--- config.mk ---
export PLATFORM = sky130hd
export DESIGN_NAME = ifetch_bp_flat
export DESIGN_NICKNAME = d
export VERILOG_FILES = /design/src/rtl/ifetch_bp_pkg.sv /design/src/rtl/ifetch_bp_if.sv /design/src/rtl/ifetch_bp_bht.sv /design/src/rtl/ifetch_bp.sv /design/src/flat_wrapper.sv
export SDC_FILE = /design/constraint.sdc
export NUM_CORES = 1
export LEC_CHECK = 0
export BUFFER_PORTS_ARGS = -buffer_cell sky130_fd_sc_hd__buf_2
export CAP_MARGIN = 30
export CORE_ASPECT_RATIO = 1.1
export CORE_UTILIZATION = 33
export CTS_CLUSTER_SIZE = 30
export DETAILED_ROUTE_END_ITERATION = 8
export GPL_TIMING_DRIVEN = 0
export HOLD_SLACK_MARGIN = 0.06
export PLACE_DENSITY = 0.6
export SLEW_MARGIN = 20
export SYNTH_ARGS = -nofsm -noshare
export SYNTH_HDL_FRONTEND = slang
export SYNTH_SLANG_ARGS = --single-unit
--- constraint.sdc ---
create_clock -name CLK -period 4.16 [get_ports CLK]
set_input_delay 0.208 -clock CLK [delete_from_list [all_inputs] [get_ports CLK]]
set_output_delay 0.208 -clock CLK [all_outputs]
set_load 0.02 [all_outputs]
--- src/rtl/ifetch_bp_pkg.sv ---
// Shared definitions for the instruction-fetch stage: branch opcodes, saturating
// counter arithmetic and immediate sign extension for the 16-bit branch encodings.
package ifetch_pkg;

    localparam int unsigned CTR_MAX_W = 8;

    typedef enum logic [4:0] {
        OP_B    = 5'b00010,
        OP_BEQZ = 5'b00100,
        OP_BNEZ = 5'b00101
    } opcode_e;

    typedef logic [CTR_MAX_W-1:0] ctr_t;

    function automatic ctr_t inc_sat(input ctr_t v, input int unsigned w);
        ctr_t max_v;
        max_v = ctr_t'((32'd1 << w) - 32'd1);
        return (v >= max_v) ? v : v + ctr_t'(1);
    endfunction

    function automatic ctr_t dec_sat(input ctr_t v);
        return (v == '0) ? v : v - ctr_t'(1);
    endfunction

    // B carries an 11-bit offset, the conditional branches an 8-bit one.
    function automatic logic [15:0] imm_ext(input logic [15:0] instr);
        logic [15:0] r;
        if (instr[15:11] == OP_B) r = {{5{instr[10]}}, instr[10:0]};
        else                      r = {{8{instr[7]}}, instr[7:0]};
        return r;
    endfunction

    function automatic logic is_cond_branch(input logic [4:0] op);
        return (op == OP_BEQZ) || (op == OP_BNEZ);
    endfunction

endpackage

--- src/rtl/ifetch_bp_if.sv ---
// Fetch-stage bus: stall/redirect controls, instruction, branch resolution and
// the fetch outputs. master = fetch unit, slave = surrounding pipeline.
interface ifetch_bp_if #(
    parameter int unsigned DATA_W = 16
);
    logic              stall_pc_i;
    logic              jr_i;
    logic [DATA_W-1:0] address_jr_i;
    logic [DATA_W-1:0] instr_i;
    logic              resolve_valid_i;
    logic [DATA_W-1:0] resolve_pc_i;
    logic              resolve_taken_i;
    logic              resolve_pred_i;
    logic [DATA_W-1:0] resolve_target_i;
    logic              fetch_valid_o;
    logic              preresult_o;
    logic              redirect_o;
    logic [DATA_W-1:0] pc_o;
    logic [DATA_W-1:0] pcplus1_o;
    logic [DATA_W-1:0] epc_o;

    modport master (
        input  stall_pc_i, jr_i, address_jr_i, instr_i,
        input  resolve_valid_i, resolve_pc_i, resolve_taken_i, resolve_pred_i, resolve_target_i,
        output fetch_valid_o, preresult_o, redirect_o, pc_o, pcplus1_o, epc_o
    );

    modport slave (
        output stall_pc_i, jr_i, address_jr_i, instr_i,
        output resolve_valid_i, resolve_pc_i, resolve_taken_i, resolve_pred_i, resolve_target_i,
        input  fetch_valid_o, preresult_o, redirect_o, pc_o, pcplus1_o, epc_o
    );
endinterface

--- src/rtl/ifetch_bp_bht.sv ---
// Branch history table: array of saturating counters with one combinational
// read port and one synchronous update port; async active-low reset.
module ifetch_bht
    import ifetch_pkg::*;
#(
    parameter int unsigned DEPTH = 16,
    parameter int unsigned CTR_W = 2,
    parameter int unsigned IDX_W = $clog2(DEPTH)
) (
    input  logic             CLK,
    input  logic             RST,
    input  logic [IDX_W-1:0] rd_idx_i,
    output logic [CTR_W-1:0] rd_ctr_o,
    input  logic             upd_valid_i,
    input  logic [IDX_W-1:0] upd_idx_i,
    input  logic             upd_taken_i
);
    localparam logic [CTR_W-1:0] CTR_INIT = CTR_W'((32'd1 << (CTR_W - 1)) - 32'd1);

    logic [CTR_W-1:0] ctr_q [DEPTH];
    logic [CTR_W-1:0] ctr_d [DEPTH];
    ctr_t             cur;
    ctr_t             nxt;

    // Read sees the registered value, so a same-cycle update shows up next cycle.
    assign rd_ctr_o = ctr_q[rd_idx_i];

    always_comb begin
        ctr_d = ctr_q;
        cur   = ctr_t'(ctr_q[upd_idx_i]);
        nxt   = upd_taken_i ? inc_sat(cur, CTR_W) : dec_sat(cur);
        if (upd_valid_i) ctr_d[upd_idx_i] = CTR_W'(nxt);
    end

    always_ff @(posedge CLK or negedge RST) begin
        if (!RST) begin
            for (int unsigned i = 0; i < DEPTH; i++) ctr_q[i] <= CTR_INIT;
        end else begin
            ctr_q <= ctr_d;
        end
    end
endmodule

--- src/rtl/ifetch_bp.sv ---
// Instruction fetch with branch prediction. Define IFETCH_DYNAMIC_BP_EN for
// counter-based prediction of conditional branches; otherwise they predict not-taken.
module ifetch_bp
    import ifetch_pkg::*;
#(
    parameter int unsigned       DATA_W    = 16,
    parameter int unsigned       BHT_DEPTH = 16,
    parameter int unsigned       CTR_W     = 2,
    parameter logic [DATA_W-1:0] RESET_PC  = '0
) (
    input logic         CLK,
    input logic         RST,
    ifetch_bp_if.master bus
);
    localparam int unsigned IDX_W = $clog2(BHT_DEPTH);

    if (BHT_DEPTH < 2 || (BHT_DEPTH & (BHT_DEPTH - 1)) != 0 ||
        CTR_W < 1 || CTR_W > CTR_MAX_W || DATA_W < 16) begin : g_bad_param
        $error("ifetch_bp: unsupported parameter set");
    end

    logic [DATA_W-1:0] pc_q, pc_d;
    logic [DATA_W-1:0] pc_lock_q, pc_lock_d;
    logic [DATA_W-1:0] pend_pc_q, pend_pc_d;
    logic              fetch_valid_q, fetch_valid_d;
    logic              pending_q, pending_d;

    logic [4:0]        opcode;
    logic              is_b, is_cond, cond_taken, preresult;
    logic [15:0]       imm16;
    logic [DATA_W-1:0] pcplus1, br_target, recover_pc, redirect_pc, seq_pc;
    logic              mispredict, redirect;

    assign opcode  = bus.instr_i[15:11];
    assign is_b    = (opcode == OP_B);
    assign is_cond = is_cond_branch(opcode);
    assign imm16   = imm_ext(bus.instr_i[15:0]);

`ifdef IFETCH_DYNAMIC_BP_EN
    logic [CTR_W-1:0] ctr_rd;

    ifetch_bht #(
        .DEPTH (BHT_DEPTH),
        .CTR_W (CTR_W)
    ) u_bht (
        .CLK         (CLK),
        .RST         (RST),
        .rd_idx_i    (pc_q[IDX_W-1:0]),
        .rd_ctr_o    (ctr_rd),
        .upd_valid_i (bus.resolve_valid_i),
        .upd_idx_i   (bus.resolve_pc_i[IDX_W-1:0]),
        .upd_taken_i (bus.resolve_taken_i)
    );

    assign cond_taken = ctr_rd[CTR_W-1];
`else
    assign cond_taken = 1'b0;
`endif

    always_comb begin
        pcplus1     = pc_q + DATA_W'(1);
        br_target   = pcplus1 + DATA_W'($signed(imm16));
        preresult   = is_b | (is_cond & cond_taken);
        mispredict  = bus.resolve_valid_i & (bus.resolve_taken_i != bus.resolve_pred_i);
        recover_pc  = bus.resolve_taken_i ? bus.resolve_target_i : bus.resolve_pc_i + DATA_W'(1);
        redirect    = mispredict | bus.jr_i;
        redirect_pc = mispredict ? recover_pc : bus.address_jr_i;
        // The first edge after reset only validates the fetch; the PC stays put.
        seq_pc      = !fetch_valid_q ? pc_q : (preresult ? br_target : pcplus1);

        pc_d          = pc_q;
        pc_lock_d     = pc_lock_q;
        pend_pc_d     = pend_pc_q;
        fetch_valid_d = fetch_valid_q;
        pending_d     = pending_q;

        if (!bus.stall_pc_i) begin
            fetch_valid_d = 1'b1;
            pc_lock_d     = pc_q;
            pending_d     = 1'b0;
            if (redirect)       pc_d = redirect_pc;
            else if (pending_q) pc_d = pend_pc_q;
            else                pc_d = seq_pc;
        end else if (redirect) begin
            pending_d = 1'b1;
            pend_pc_d = redirect_pc;
        end
    end

    always_ff @(posedge CLK or negedge RST) begin
        if (!RST) begin
            pc_q          <= RESET_PC;
            pc_lock_q     <= RESET_PC;
            pend_pc_q     <= RESET_PC;
            fetch_valid_q <= 1'b0;
            pending_q     <= 1'b0;
        end else begin
            pc_q          <= pc_d;
            pc_lock_q     <= pc_lock_d;
            pend_pc_q     <= pend_pc_d;
            fetch_valid_q <= fetch_valid_d;
            pending_q     <= pending_d;
        end
    end

    assign bus.fetch_valid_o = fetch_valid_q;
    assign bus.preresult_o   = preresult;
    assign bus.redirect_o    = redirect;
    assign bus.pc_o          = pc_q;
    assign bus.pcplus1_o     = pcplus1;
    assign bus.epc_o         = redirect ? pc_lock_q : pc_q;
endmodule

--- src/flat_wrapper.sv ---
// flat-port wrapper written by rule: the top's interface ports become plain ports
module ifetch_bp_flat import ifetch_pkg::*;
#(
    parameter int unsigned       DATA_W    = 16,
    parameter int unsigned       BHT_DEPTH = 16,
    parameter int unsigned       CTR_W     = 2,
    parameter logic [DATA_W-1:0] RESET_PC  = '0
)
  (CLK, RST, bus_stall_pc_i, bus_jr_i, bus_address_jr_i, bus_instr_i, bus_resolve_valid_i, bus_resolve_pc_i, bus_resolve_taken_i, bus_resolve_pred_i, bus_resolve_target_i, bus_fetch_valid_o, bus_preresult_o, bus_redirect_o, bus_pc_o, bus_pcplus1_o, bus_epc_o);
  ifetch_bp_if #(.DATA_W(DATA_W)) bus_i ();
  input logic CLK;
  input logic RST;
  input wire logic [$bits(bus_i.stall_pc_i)-1:0] bus_stall_pc_i;
  input wire logic [$bits(bus_i.jr_i)-1:0] bus_jr_i;
  input wire logic [$bits(bus_i.address_jr_i)-1:0] bus_address_jr_i;
  input wire logic [$bits(bus_i.instr_i)-1:0] bus_instr_i;
  input wire logic [$bits(bus_i.resolve_valid_i)-1:0] bus_resolve_valid_i;
  input wire logic [$bits(bus_i.resolve_pc_i)-1:0] bus_resolve_pc_i;
  input wire logic [$bits(bus_i.resolve_taken_i)-1:0] bus_resolve_taken_i;
  input wire logic [$bits(bus_i.resolve_pred_i)-1:0] bus_resolve_pred_i;
  input wire logic [$bits(bus_i.resolve_target_i)-1:0] bus_resolve_target_i;
  output wire logic [$bits(bus_i.fetch_valid_o)-1:0] bus_fetch_valid_o;
  output wire logic [$bits(bus_i.preresult_o)-1:0] bus_preresult_o;
  output wire logic [$bits(bus_i.redirect_o)-1:0] bus_redirect_o;
  output wire logic [$bits(bus_i.pc_o)-1:0] bus_pc_o;
  output wire logic [$bits(bus_i.pcplus1_o)-1:0] bus_pcplus1_o;
  output wire logic [$bits(bus_i.epc_o)-1:0] bus_epc_o;
  assign bus_i.stall_pc_i = bus_stall_pc_i;
  assign bus_i.jr_i = bus_jr_i;
  assign bus_i.address_jr_i = bus_address_jr_i;
  assign bus_i.instr_i = bus_instr_i;
  assign bus_i.resolve_valid_i = bus_resolve_valid_i;
  assign bus_i.resolve_pc_i = bus_resolve_pc_i;
  assign bus_i.resolve_taken_i = bus_resolve_taken_i;
  assign bus_i.resolve_pred_i = bus_resolve_pred_i;
  assign bus_i.resolve_target_i = bus_resolve_target_i;
  assign bus_fetch_valid_o = bus_i.fetch_valid_o;
  assign bus_preresult_o = bus_i.preresult_o;
  assign bus_redirect_o = bus_i.redirect_o;
  assign bus_pc_o = bus_i.pc_o;
  assign bus_pcplus1_o = bus_i.pcplus1_o;
  assign bus_epc_o = bus_i.epc_o;
  ifetch_bp #(.DATA_W(DATA_W), .BHT_DEPTH(BHT_DEPTH), .CTR_W(CTR_W), .RESET_PC(RESET_PC)) u_core (.CLK(CLK), .RST(RST), .bus(bus_i));
endmodule
Word level (Yosys, flattened, before mapping)
Cells that the tools add are included.
{"block": "op_classes", "add_sub_neg": 3, "eq_ne": 3, "mux": 10, "n_bitwise": 3, "n_reduce_logical": 3}
{"cell": "two-way mux 16 bit", "n": 8}
{"cell": "adder 16 x 1 -> 16 bit (second input constant)", "n": 2}
{"cell": "adder 16 bit", "n": 1}
{"cell": "equality test 5 x 2 -> 1 bit (second input constant)", "n": 1}
{"cell": "AND reduction 2 bit", "n": 2}
{"cell": "nonzero test 3 bit", "n": 1}
{"cell": "two-way mux 1 bit", "n": 2}
{"cell": "!= test 2 x 1 -> 1 bit (second input constant)", "n": 1}
{"cell": "bitwise AND 1 bit", "n": 1}
{"cell": "!= test 1 bit", "n": 1}
{"cell": "NOT 1 bit", "n": 1}
{"cell": "OR 1 bit", "n": 1}
{"block": "totals", "register_bits": 50, "input_bits": 71, "elab_cells": 27}

Depth between registers and ports, before layout
{"block": "depth", "ltp_word": 7, "mapped_depth": 14, "mapped_depth_nobuf": 14}

Worst setup path after synthesis
Ideal clock, no wire load.
{"block": "synth_timing", "path_kind": "register to register", "from": "reg u_core.pc_q[2], in the netlist u_core.bus.pc_o[2]", "to": "reg u_core.pc_q[15], in the netlist u_core.bus.pc_o[15]", "setup_time_ns": 0.129, "arrival_ns": 3.252, "t_required_ns": 4.031, "slack_ns": 0.778, "path_stages_with_launch": 15, "n_path_buf": 1, "cell_sequence": "dfrtp_1 -> buf_2 -> nand4_4 -> nor2_1 -> xor2_1 -> ha_1 -> a21oi_1 -> o211ai_1 -> a31oi_1 -> maj3_2 -> o311ai_1 -> and2_1 -> a31oi_1 -> mux2i_1 -> a21oi_1"}
{"block": "synth_via", "elab_chain_cells": 6}
{"item": "from (decl)", "line": "ifetch_bp.sv:22", "rtl": "logic [DATA_W-1:0] pc_q, pc_d;"}
{"item": "from (signal assigned)", "line": "ifetch_bp.sv:98", "rtl": "pc_q <= pc_d;"}
{"item": "adder 16 x 1 -> 16 bit", "line": "ifetch_bp.sv:61", "rtl": "pcplus1 = pc_q + DATA_W'(1);"}
{"item": "net bus_pcplus1_o[6]", "line": "flat_wrapper.sv:26", "rtl": "output wire logic [$bits(bus_i.pcplus1_o)-1:0] bus_pcplus1_o;"}
{"item": "adder 16 bit", "line": "ifetch_bp.sv:62", "rtl": "br_target = pcplus1 + DATA_W'($signed(imm16));"}
{"item": "two-way mux 16 bit (2 in a row)", "line": "ifetch_bp.sv:69", "rtl": "seq_pc = !fetch_valid_q ? pc_q : (preresult ? br_target : pcplus1);"}
{"item": "two-way mux 16 bit", "line": "ifetch_bp.sv:82", "rtl": "else if (pending_q) pc_d = pend_pc_q;"}
{"item": "two-way mux 16 bit", "line": "ifetch_bp.sv:81", "rtl": "if (redirect) pc_d = redirect_pc;"}
The timed path passes the listed nets, and every way through them passes these cells. The select of a mux whose other input is x is not followed.
A chain may end at the register's enable or synchronous reset.

Worst setup path in the final report
{"block": "layout_timing", "from": "reg u_core.pc_q[1], in the netlist u_core.bus.pc_o[1]", "to": "reg u_core.pc_q[13], in the netlist u_core.bus.pc_o[13]"}
{"block": "layout_via", "elab_chain_cells": 6}
{"item": "adder 16 x 1 -> 16 bit (*)", "line": "ifetch_bp.sv:61"}
{"item": "adder 16 bit", "line": "ifetch_bp.sv:62"}
{"item": "two-way mux 16 bit (*) (2 in a row)", "line": "ifetch_bp.sv:69"}
{"item": "two-way mux 16 bit (*)", "line": "ifetch_bp.sv:82"}
{"item": "two-way mux 16 bit (*)", "line": "ifetch_bp.sv:81"}
Every way passes the cells marked *; elsewhere a longest branch is shown, timed or not. The select of a mux whose other input is x is not followed.

==> metrics.md <==
| Metric | Value |
|---|---|
| Critical path, cell by cell | `ha_1, inv_1, nor2_1, xor2_1, ha_1, a21oi_1, o211ai_1, a31oi_1, maj3_2, o311ai_1, and2_1, a21oi_1, mux2i_1, a31oi_1` |
| PwrDens | `394 nW/um^2` |
| I/O Buffers | `120` |
| Num ports | `122` |
| RSZ-0062 raised after global routing | `no` |
| Largest net degree at the start of global routing | `51` |
| Synth top area share | `0.305` |
| Post-Route WL | `12600 microns` |
| Total core area | `12100 sq um` |
| Share of cells above drive strength 1 | `0.253` |
| Gate Count Post-Synth | `523` |
| Top_reg_cell synth | `dfrtp_1` |
| Buffer and inverter count on the worst path | `1` |
| Final period util | `0.866` |
| Delay-heaviest family, CP | `compound AO/OA/AOI/OAI gates` |
| Mean post-synth cell area | `7.85 sq um` |
| Sequential element share of the synthesized area | `0.305` |
| Synth warn | `0` |
| Final RePlAce weighted congestion | `0.860` |
| Postcts setup bufs | `0` |
| Worst min path class | `in2reg` |
| Setup crit end kind | `register` |
| Max Freq | `278 MHz` |
| CP max stage delay | `0.47 ns` |
| EDFF count, synth | `0` |
| Minimum clock period | `3.60 ns` |
| Die width | `108 microns` |
| Via count | `4124` |
| Worst Hold Depth | `3` |
| DRT antenna net count | `0` |
| Final hold vios | `0` |
| CTS H-tree depth | `2` |
| Die Height | `119 microns` |
| Sink Count | `50` |
| Worst r2r src | `u_core.bus.pc_o[1]` |
| Antenna violations before repair | `0` |
| Hold buffer count at cts | `1` |
| Routed length per instance | `15.7 microns` |
| Post_cts resized | `0` |
| Post-route core utilization | `0.420` |
| Layout net count | `740` |
| CP Data Required Time | `4.32 ns` |
| Vias per inst | `5.12` |
| FFs w/ async S/R, synth | `1.00` |
| Ant diodes | `0` |
| #FFs+latches synth | `50` |
| Area contributors post-synth | `dfrtp_1 30%, nand2_1 9.1%, mux2_2 6.3%` |
| CTS clk-pin slew, worst paths | `0.07 ns` |
| Rows | `42` |
| Total grt overflow | `0` |
| Global Route Usage Sum | `0.203` |
| Relative slew slack | `0.557` |
| R2r setup slk | `0.56 ns` |
| Syn Std Cell Area | `4110 sq um` |
| Hold Path Origin | `bus_address_jr_i[8]` |
| Critical-path top delay cell | `dfrtp_1` |
| CTS max path bufs | `2` |
| Max-cap violation count | `0` |
| Worst Max-Slew Pin Slew | `0.665 ns` |
| Vias in the first global route | `4042` |
| CTS Root Cell | `clkbuf_16` |
| Setup violators final | `0` |
| Initial detailed-routing violation count | `190` |
| DP Wirelength | `10000 microns` |
| Critical Path AT | `3.76 ns` |
| Worst-path maximum fanout | `7` |
| CTS tree | `built` |
| Leading area contributor after synthesis | `dfrtp_1` |
| Worst R2R End | `u_core.bus.pc_o[13]` |
| Pre-antenna DRT Iters | `5` |
| Worst skew pair latency | `0.29 ns` |
| Hold path endpoint | `u_core.pend_pc_q[8]` |
| Synth Net Count | `612` |
| Total die area | `12900 sq um` |
| Yosys cell types | `53` |
| First-pass GRT wire length | `20400 microns` |
| Sum Neg Setup Slack | `0 ns` |
| Area Overhead vs Synth | `23.6%` |
| Status | `completed` |
| Fillers | `1245` |
| Leakage power | `0.00240 uW` |
| CTS buffer count | `5` |
| WS Path Type | `reg2reg` |
| Pins over their slew limit | `0` |
| Worst reg2reg path depth | `14` |
| DR DRC count | `0` |
| Clock skew | `0.00702 ns` |
| CP Launch Type | `register` |
| Starting Density | `0.340` |
| Worst vdd ir | `0.157 mV` |
==> kinds of logic after synthesis <==
group	after synthesis	synth area share
AO/OA/AOI/OAI	124	0.182
buffers and inverters	48	0.0454
AND/OR/NAND/NOR	201	0.217
adder cells (fa/ha/maj)	19	0.0594
flip-flops	50	0.305
XOR/XNOR	46	0.0999
multiplexers	35	0.0926
==> worst max path at each step <==
stage,startpoint,endpoint,cells after the start
after floorplan,u_core.bus.pc_o[2],u_core.bus.pc_o[15],14
after global placement,u_core.bus.pc_o[1],u_core.bus.pc_o[13],14
after detailed placement,u_core.bus.pc_o[1],u_core.bus.pc_o[13],14
after CTS,u_core.bus.pc_o[1],u_core.bus.pc_o[13],14
after global routing,u_core.bus.pc_o[1],u_core.bus.pc_o[13],14
final,u_core.bus.pc_o[1],u_core.bus.pc_o[13],14
==> routing by layer <==
metal / wire, microns / GRT usage / vias up
met2: 6010 / 0.337 / 149
met5: 0 / 0 / -
li1: - / - / 2067
met1: 5560 / 0.265 / 1885
met4: 289 / 0.0693 / 0
met3: 755 / 0.0328 / 23
==> state kept, by name, indices dropped and copies added (netlist names) <==
signal	cells
u_core.bus.pc_o	16
u_core.pend_pc_q	16
u_core.bus.fetch_valid_o	1
u_core.pc_lock_q	16
u_core.pending_q	1
==> cell usage in the layout, fill, tap and decap left out, types with 2 or more instances in the layout <==
| master | count |
|---|---|
| a211oi_1 | 5 |
| a21boi_0 | 2 |
| a21o_1 | 5 |
| a21oi_1 | 47 |
| a22oi_1 | 2 |
| a31oi_1 | 10 |
| and2_1 | 4 |
| and3_1 | 7 |
| buf_1 | 2 |
| buf_2 | 123 |
| clkbuf_1 | 26 |
| clkbuf_16 | 5 |
| clkinv_1 | 2 |
| clkinv_2 | 3 |
| dfrtp_1 | 50 |
| ha_1 | 17 |
| inv_1 | 13 |
| mux2_2 | 23 |
| mux2i_1 | 11 |
| nand2_1 | 100 |
| nand2b_1 | 4 |
| nand3_1 | 17 |
| nor2_1 | 49 |
| nor2b_1 | 2 |
| nor3_1 | 7 |
| nor4_1 | 2 |
| o211ai_1 | 6 |
| o21ai_0 | 29 |
| o22ai_1 | 2 |
| o31ai_1 | 5 |
| o31ai_2 | 2 |
| or4_1 | 2 |
| xnor2_1 | 27 |
| xor2_1 | 18 |
==> worst register-to-register path, stage by stage (launching register included) <==
cell      delay, ns
dfrtp_1        0.47
ha_1           0.29
inv_1          0.12
nor2_1         0.15
xor2_1         0.33
ha_1           0.36
a21oi_1        0.23
o211ai_1       0.14
a31oi_1        0.27
maj3_2         0.28
o311ai_1       0.13
and2_1         0.18
a21oi_1        0.20
mux2i_1        0.23
a31oi_1        0.10
==> cell usage after synthesis, types with 4 or more instances <==
library cell	n
xor2_1	18
a31oi_1	10
mux2i_1	11
a21o_1	5
nor3_1	7
clkbuf_1	26
dfrtp_1	50
nand2_1	100
o31ai_1	5
ha_1	17
nor2_1	49
mux2_2	23
and2_1	4
buf_2	4
and3_1	7
o211ai_1	6
a21oi_1	47
xnor2_1	27
o21ai_0	29
a211oi_1	5
nand3_1	17
inv_1	13
nand2b_1	4
==> metrics by stage <==
step	instance area, sq um	hold slack [ns]	total power, uW	cells	setup slack (ns)
floorplan	4110	-0.0876	1250	523	0.778
global placement	4900	0.464	1520	797	0.638
detailed placement	4900	0.286	1530	797	0.596
CTS	5080	0.181	2010	806	0.570
global route	5080	0.224	2130	806	0.191
finish	5080	0.183	2000	806	0.558
==> layout make-up <==
cell class	instances	area [sq um]	area share
clock buffer	5	125	0.0246
inverter	16	61.3	0.0121
timing repair buffer	121	613	0.121
buffer	32	125	0.0246
multi-input combinational	425	2670	0.526
tap	154	193	0.0379
clock inverter	3	40.0	0.00788
sequential	50	1250	0.246
==> report_power, final <==
part | internal (uW) | switching [uW] | total (uW)
Sequential | 574 | 77.6 | 652
Combinational | 341 | 538 | 879
Clock | 282 | 188 | 470
Total | 1200 | 803 | 2000
Note: power is estimated with default switching activity, not from simulation.
